**config.mk**
```make
export PLATFORM = sky130hd
export DESIGN_NAME = fp_add_result_stage
export DESIGN_NICKNAME = d
export VERILOG_FILES = /design/src/rtl/fp_add_result_stage.sv
export SDC_FILE = /design/constraint.sdc
export NUM_CORES = 1
export LEC_CHECK = 0
export BUFFER_PORTS_ARGS = -buffer_cell sky130_fd_sc_hd__buf_4
export CORE_ASPECT_RATIO = 1.25
export CORE_MARGIN = 5
export CORE_UTILIZATION = 50
export CTS_CLUSTER_SIZE = 16
export DETAILED_ROUTE_END_ITERATION = 12
export PLACE_DENSITY = 0.83
export SYNTH_ARGS = -nofsm -noshare
export SYNTH_HDL_FRONTEND = slang
export SYNTH_SLANG_ARGS = --single-unit
```
**constraint.sdc**
```tcl
create_clock -name clk -period 7.4 [get_ports clk]
set_input_delay 1.11 -clock clk [delete_from_list [all_inputs] [get_ports clk]]
set_output_delay 1.11 -clock clk [all_outputs]
set_load 0.01 [all_outputs]
```
**src/rtl/fp_add_result_stage.sv**
```systemverilog
// Registered result stage behind the FP adder: a small FIFO of {result, exception, tag}
// with a valid/ready output and sticky fflags. Optional macro: FP_ADD_RESULT_CANON_NAN_EN.
module fp_add_result_stage #(
    parameter int exp_width  = 8,
    parameter int frac_width = 23,
    parameter int depth      = 2,
    parameter int tag_width  = 4
) (
    input  logic                            clk,
    input  logic                            rst,
    input  logic                            in_valid,
    output logic                            in_ready,
    input  logic [exp_width+frac_width:0]   in_result,
    input  logic [4:0]                      in_exception,
    input  logic [tag_width-1:0]            in_tag,
    output logic                            out_valid,
    input  logic                            out_ready,
    output logic [exp_width+frac_width:0]   out_result,
    output logic [4:0]                      out_exception,
    output logic [tag_width-1:0]            out_tag,
    output logic [4:0]                      fflags,
    input  logic                            fflags_clr
);

    localparam int W     = exp_width + frac_width + 1;
    localparam int PTR_W = $clog2(depth);
    localparam int CNT_W = $clog2(depth + 1);

    typedef struct packed {
        logic [W-1:0]         result;
        logic [4:0]           exception;
        logic [tag_width-1:0] tag;
    } entry_t;

    entry_t             mem [depth];
    logic [PTR_W-1:0]   wr_ptr;
    logic [PTR_W-1:0]   rd_ptr;
    logic [CNT_W-1:0]   count;
    logic               push;
    logic               pop;
    entry_t             wr_entry;
    entry_t             head;

    function automatic logic [W-1:0] store_result(input logic [W-1:0] r);
`ifdef FP_ADD_RESULT_CANON_NAN_EN
        // Any NaN (max exponent, nonzero fraction) collapses to the positive quiet NaN.
        if ((&r[W-2 -: exp_width]) && (|r[frac_width-1:0]))
            return {1'b0, {exp_width{1'b1}}, 1'b1, {(frac_width-1){1'b0}}};
`endif
        return r;
    endfunction

    // in_ready depends on stored count only, so out_ready never reaches it combinationally.
    assign in_ready  = (count < CNT_W'(depth));
    assign out_valid = (count != '0);
    assign push      = in_valid & in_ready;
    assign pop       = out_valid & out_ready;

    always_comb begin
        wr_entry.result    = store_result(in_result);
        wr_entry.exception = in_exception;
        wr_entry.tag       = in_tag;
    end

    // NOTE: every variable gets a default before the branch, so no latch is inferred.
    always_comb begin
        head = '0;
        if (out_valid)
            head = mem[rd_ptr];
    end

    assign out_result    = head.result;
    assign out_exception = head.exception;
    assign out_tag       = head.tag;

    // NOTE: storage is not reset; count gates every read, so stale contents are never visible.
    always_ff @(posedge clk) begin
        if (push)
            mem[wr_ptr] <= wr_entry;
    end

    // NOTE: sequential state uses non-blocking assignments so all registers update together.
    always_ff @(posedge clk) begin
        if (rst) begin
            wr_ptr <= '0;
            rd_ptr <= '0;
            count  <= '0;
        end else begin
            if (push)
                wr_ptr <= wr_ptr + PTR_W'(1);
            if (pop)
                rd_ptr <= rd_ptr + PTR_W'(1);
            case ({push, pop})
                2'b10:   count <= count + CNT_W'(1);
                2'b01:   count <= count - CNT_W'(1);
                default: count <= count;
            endcase
        end
    end

    // A clear together with a push keeps the new exception bits.
    always_ff @(posedge clk) begin
        if (rst)
            fflags <= '0;
        else if (fflags_clr)
            fflags <= push ? in_exception : 5'b0;
        else if (push)
            fflags <= fflags | in_exception;
    end

endmodule

```
-- Word level (Yosys, flattened, before mapping)
Memories as Yosys holds them, arrays and structs flattened. A register that Yosys moved wholly into a read port is not among the register bits.
Cells that the tools add are included.
- flip-flop bits (word level): 9
- RAM bits: 82
- input port bits: 46
- output and inout bits: 48
- word-level logic and storage cells: 27
- memories: 1
- add/sub/neg operators: 4
- $lt $le $gt $ge: 1
- equal/unequal tests: 2
- muxes and demuxes: 9
- bitwise operators: 3
- reduce and logical (&&, ||, !) cells: 3
- memory list (name ; words ; width ; rd ports ; clocked after Yosys merged registers in ; wr ports ; line ; text):
    mem ; 2 ; 41 ; 1 ; 1 ; 1 ; 35 ; entry_t mem [depth];
- operators by type and width (kind ; number):
    41-bit 2-to-1 mux ; 1
    5-bit 2-to-1 mux ; 3
    2-bit nonzero test ; 3
    5-bit OR ; 1
    1-bit 2-to-1 mux ; 4
    2-bit case mux with 2 select lines ; 1
    1-bit adder, second input constant ; 2
    2-bit by 1-bit adder with 2-bit output, second input constant ; 1
    1-bit AND ; 2
    2-bit by 1-bit == test with 1-bit output, second input constant ; 1
    2-bit == test, second input constant ; 1
    2-bit < comparator, second input constant ; 1
    2-bit by 1-bit subtractor with 2-bit output, second input constant ; 1

-- Longest topological paths before layout
- word-level depth: 4
- gate-level depth with buffers: 7
- mapped depth without buffers: 6

-- Worst setup path after synthesis
OpenSTA, ideal clock, no wires.
- path type: in2reg
- start point: input port in_valid
- end point: memory mem[0][0] (netlist bit) (enable)
- setup time: 440 ps
- data arrival time: 3173 ps
- required time: 6960 ps
- path slack: 3788 ps
- cell stages on the path: 4
- path buffers: 1
- cells stage by stage: nor2b_1 > buf_2 > inv_1 > nor2_1
- longest elaborated chain between the ends: 3
- ends and longest elaborated chain (item ; line ; text):
    from (decl) ; 11 ; input logic in_valid,
    1-bit AND ; 56 ; assign push = in_valid & in_ready;
    1-bit 2-to-1 mux ; 78 ; if (push)
    1-bit 2-to-1 mux (implied by the code) ; 79 ; mem[wr_ptr] <= wr_entry;
    to (decl) ; 35 ;
Every way passes these cells.

==> run summary <==
## Run status
* run status: finished, final reports clean

## Clock tree
* count of instances resized after the clock tree is built: 0
* clock latency at the later pin of the worst-skew pair: 0.34 ns
* CTS tree: yes
* number of buffers created by CTS: 9
* sinks on the clock net: 92
* buffer depth of the longest clock path: 2
* clock root buffer: clkbuf_8
* number of buffers inserted by hold repair at cts: 0
* depth of the CTS H-tree: 3
* Clock Pin Slew Worst Setup and Hold Paths: 0.09 ns
* setup fix buffers added after clock tree synthesis: 0

## Floorplan
* initial standard-cell utilization of the core: 50.5%
* Core Box Area: 0.00689 mm²
* overall die area: 0.00875 mm²
* y dimension of the die: 103 µm
* Row Count: 34
* width of the die: 84.7 µm
* # IOs: 94

## Drt
* final antenna-violating net count: 0
* Detailed Routing Iterations Pass 1: 4
* starting DRC count in detailed routing: 50
* Via Count: 1993
* mean number of vias per cell: 4.86
* final wirelength: 5970 µm
* count of unresolved DRC violations after routing: 0
* average routed wire per standard cell: 14.5 µm

## GRT
* pin count of the biggest net entering global routing: 43
* antenna violations before repair: 0
* Remaining Overflow, GRT: 0
* GRT Total Usage: 13.3%
* first-pass GRT wire length: 8900 µm
* via count of the first global-routing pass: 1925

## Placement
* placed wire-length estimate: 4040 µm
* RD Place Congestion: 0.711
* count of input and output buffers: 93
* worst setup slack before clock tree synthesis: 4.26 ns

## Synthesis
* Synth Register Bits: 92
* mean instance size in the synthesized netlist: 15.8 µm²
* cell area after synthesis: 0.00348 mm²
* Syn Nets: 268
* post-synthesis cell count: 221
* number of warnings issued by yosys: 0
* Yosys cell types: 16
* sequential area share after synthesis: 76.4%

## Power and ir drop
* leakage power total: 1.70 nW
* power consumption: 1.63 mW
* total power divided by cell area: 367 mW/mm²
* Max rail drop VDD: 0.254 mV

## STA
* setup violation total in the final timing report: 0
* time the worst path needs with I/O delays and setup: 2.92 ns
* pin slew with the least headroom to its limit: 1.13 ns
* count of endpoints failing hold in the final timing report: 0
* skew final: 0.00572 ns
* max_slew headroom: 24.7%
* share of the cycle needed by the critical path after routing: 39.5%
* final setup TNS: 0 ns
* final-layout worst hold slack: 0.519 ns
* number of pins with negative max-slew slack in the final report: 0
* highest clock rate: 342 MHz
* unrepaired setup endpoints after global routing: no
* worst setup margin: 4.48 ns

## Finish
* commonest non-fill, non-tap cells in the layout: buf_4, edfxtp_1, nor2_1
* number of nets in the layout: 362
* area growth from synthesis to final layout: 27.9%
* utilization of the core after routing: 64.7%
* layout cells sized above 1: 35.3%
* Diodes inserted: 0
* most frequent standard cell in the layout excluding fill and tap cells: buf_4

## Job
* max capacitance violation total: 0

## Worst setup path
* Worst Path Class, Setup: register to primary output
* WP data required: 6.29 ns
* Crit Path Max Fanout: 41
* critical path launch point type: register
* CP Capture Type: primary output
* signal arrival time at the worst endpoint: 1.81 ns

## Worst hold path
* class of the tightest hold or removal check: register to register

## kinds of logic (layout without fill, tap and decap cells)
logic type,Yosys count,count (layout),synth area share [%]
DFF,92,92,76.4
and+or+nand+nor,60,60,7.04
muxes,41,41,11.8
buffers and inverters,15,114,2.23
AOI/OAI and AO/OA,8,8,1.15
xor gates and xnor gates,4,4,1.01
adders and majority gates,1,1,0.359
## per-stage QoR
stage,instances,instance area [µm²]
floorplan,221,3480
global placement,394,4260
detailed placement,394,4260
CTS,410,4460
global route,410,4460
finish,410,4460
## worst max-delay path, stage by stage, from the launching register on
cell and delay [ns]:
dfxtp_2 0.32, buf_4 0.53, mux2i_1 0.29, nor2_1 0.08
buf_4 0.19
## state kept, by name, indices dropped and copies added (netlist names), named ones only
register  cells
mem          82
fflags        5
count         2
rd_ptr        1
wr_ptr        1
## where the power goes
group          total (mW)  internal [mW]  switching, mW
Sequential          0.708          0.677         0.0313
Clock               0.329          0.160          0.169
Combinational       0.598          0.271          0.326
Total                1.63           1.11          0.526
## synth_stat cells
cell	number	area share (%)
clkbuf_1	2	0.22
o21ai_0	2	0.29
inv_1	4	0.43
buf_4	4	0.86
xnor2_1	2	0.50
nor2_1	52	5.6
dfxtp_1	10	5.7
and2_1	1	0.18
a21oi_1	6	0.86
ha_1	1	0.36
xor2_1	2	0.50
buf_2	5	0.72
mux2i_1	41	12
edfxtp_1	82	71
nor2b_1	6	1.1
or3_1	1	0.18
## routing by layer
metal	up-vias	track usage [%]	part of all wire, %
met5	-	0	0
met2	57	24.8	55
met4	0	6.21	1.7
li1	975	-	-
met3	10	3.80	6.5
met1	951	14.0	37
## final timing paths
kind            start                to  slack (ns)  cells past startpoint
max          register  out_exception[4]        4.48                      4
min reg2reg    rd_ptr          register        0.52                      2
min            rd_ptr          register        0.52                      2
max reg2reg  count[1]        mem[0][35]        5.09                      3
## area by class of cell
| type | instances | area (µm²) |
|---|---|---|
| clock inverters | 6 | 72.6 |
| clock buffers | 10 | 128 |
| multi-input cells | 114 | 759 |
| fillers | 519 | 2430 |
| well taps | 90 | 113 |
| repair buffers | 94 | 706 |
| inverters | 4 | 15.0 |
| flip-flops and latches | 92 | 2660 |
Power figures use the tool's default switching activity.
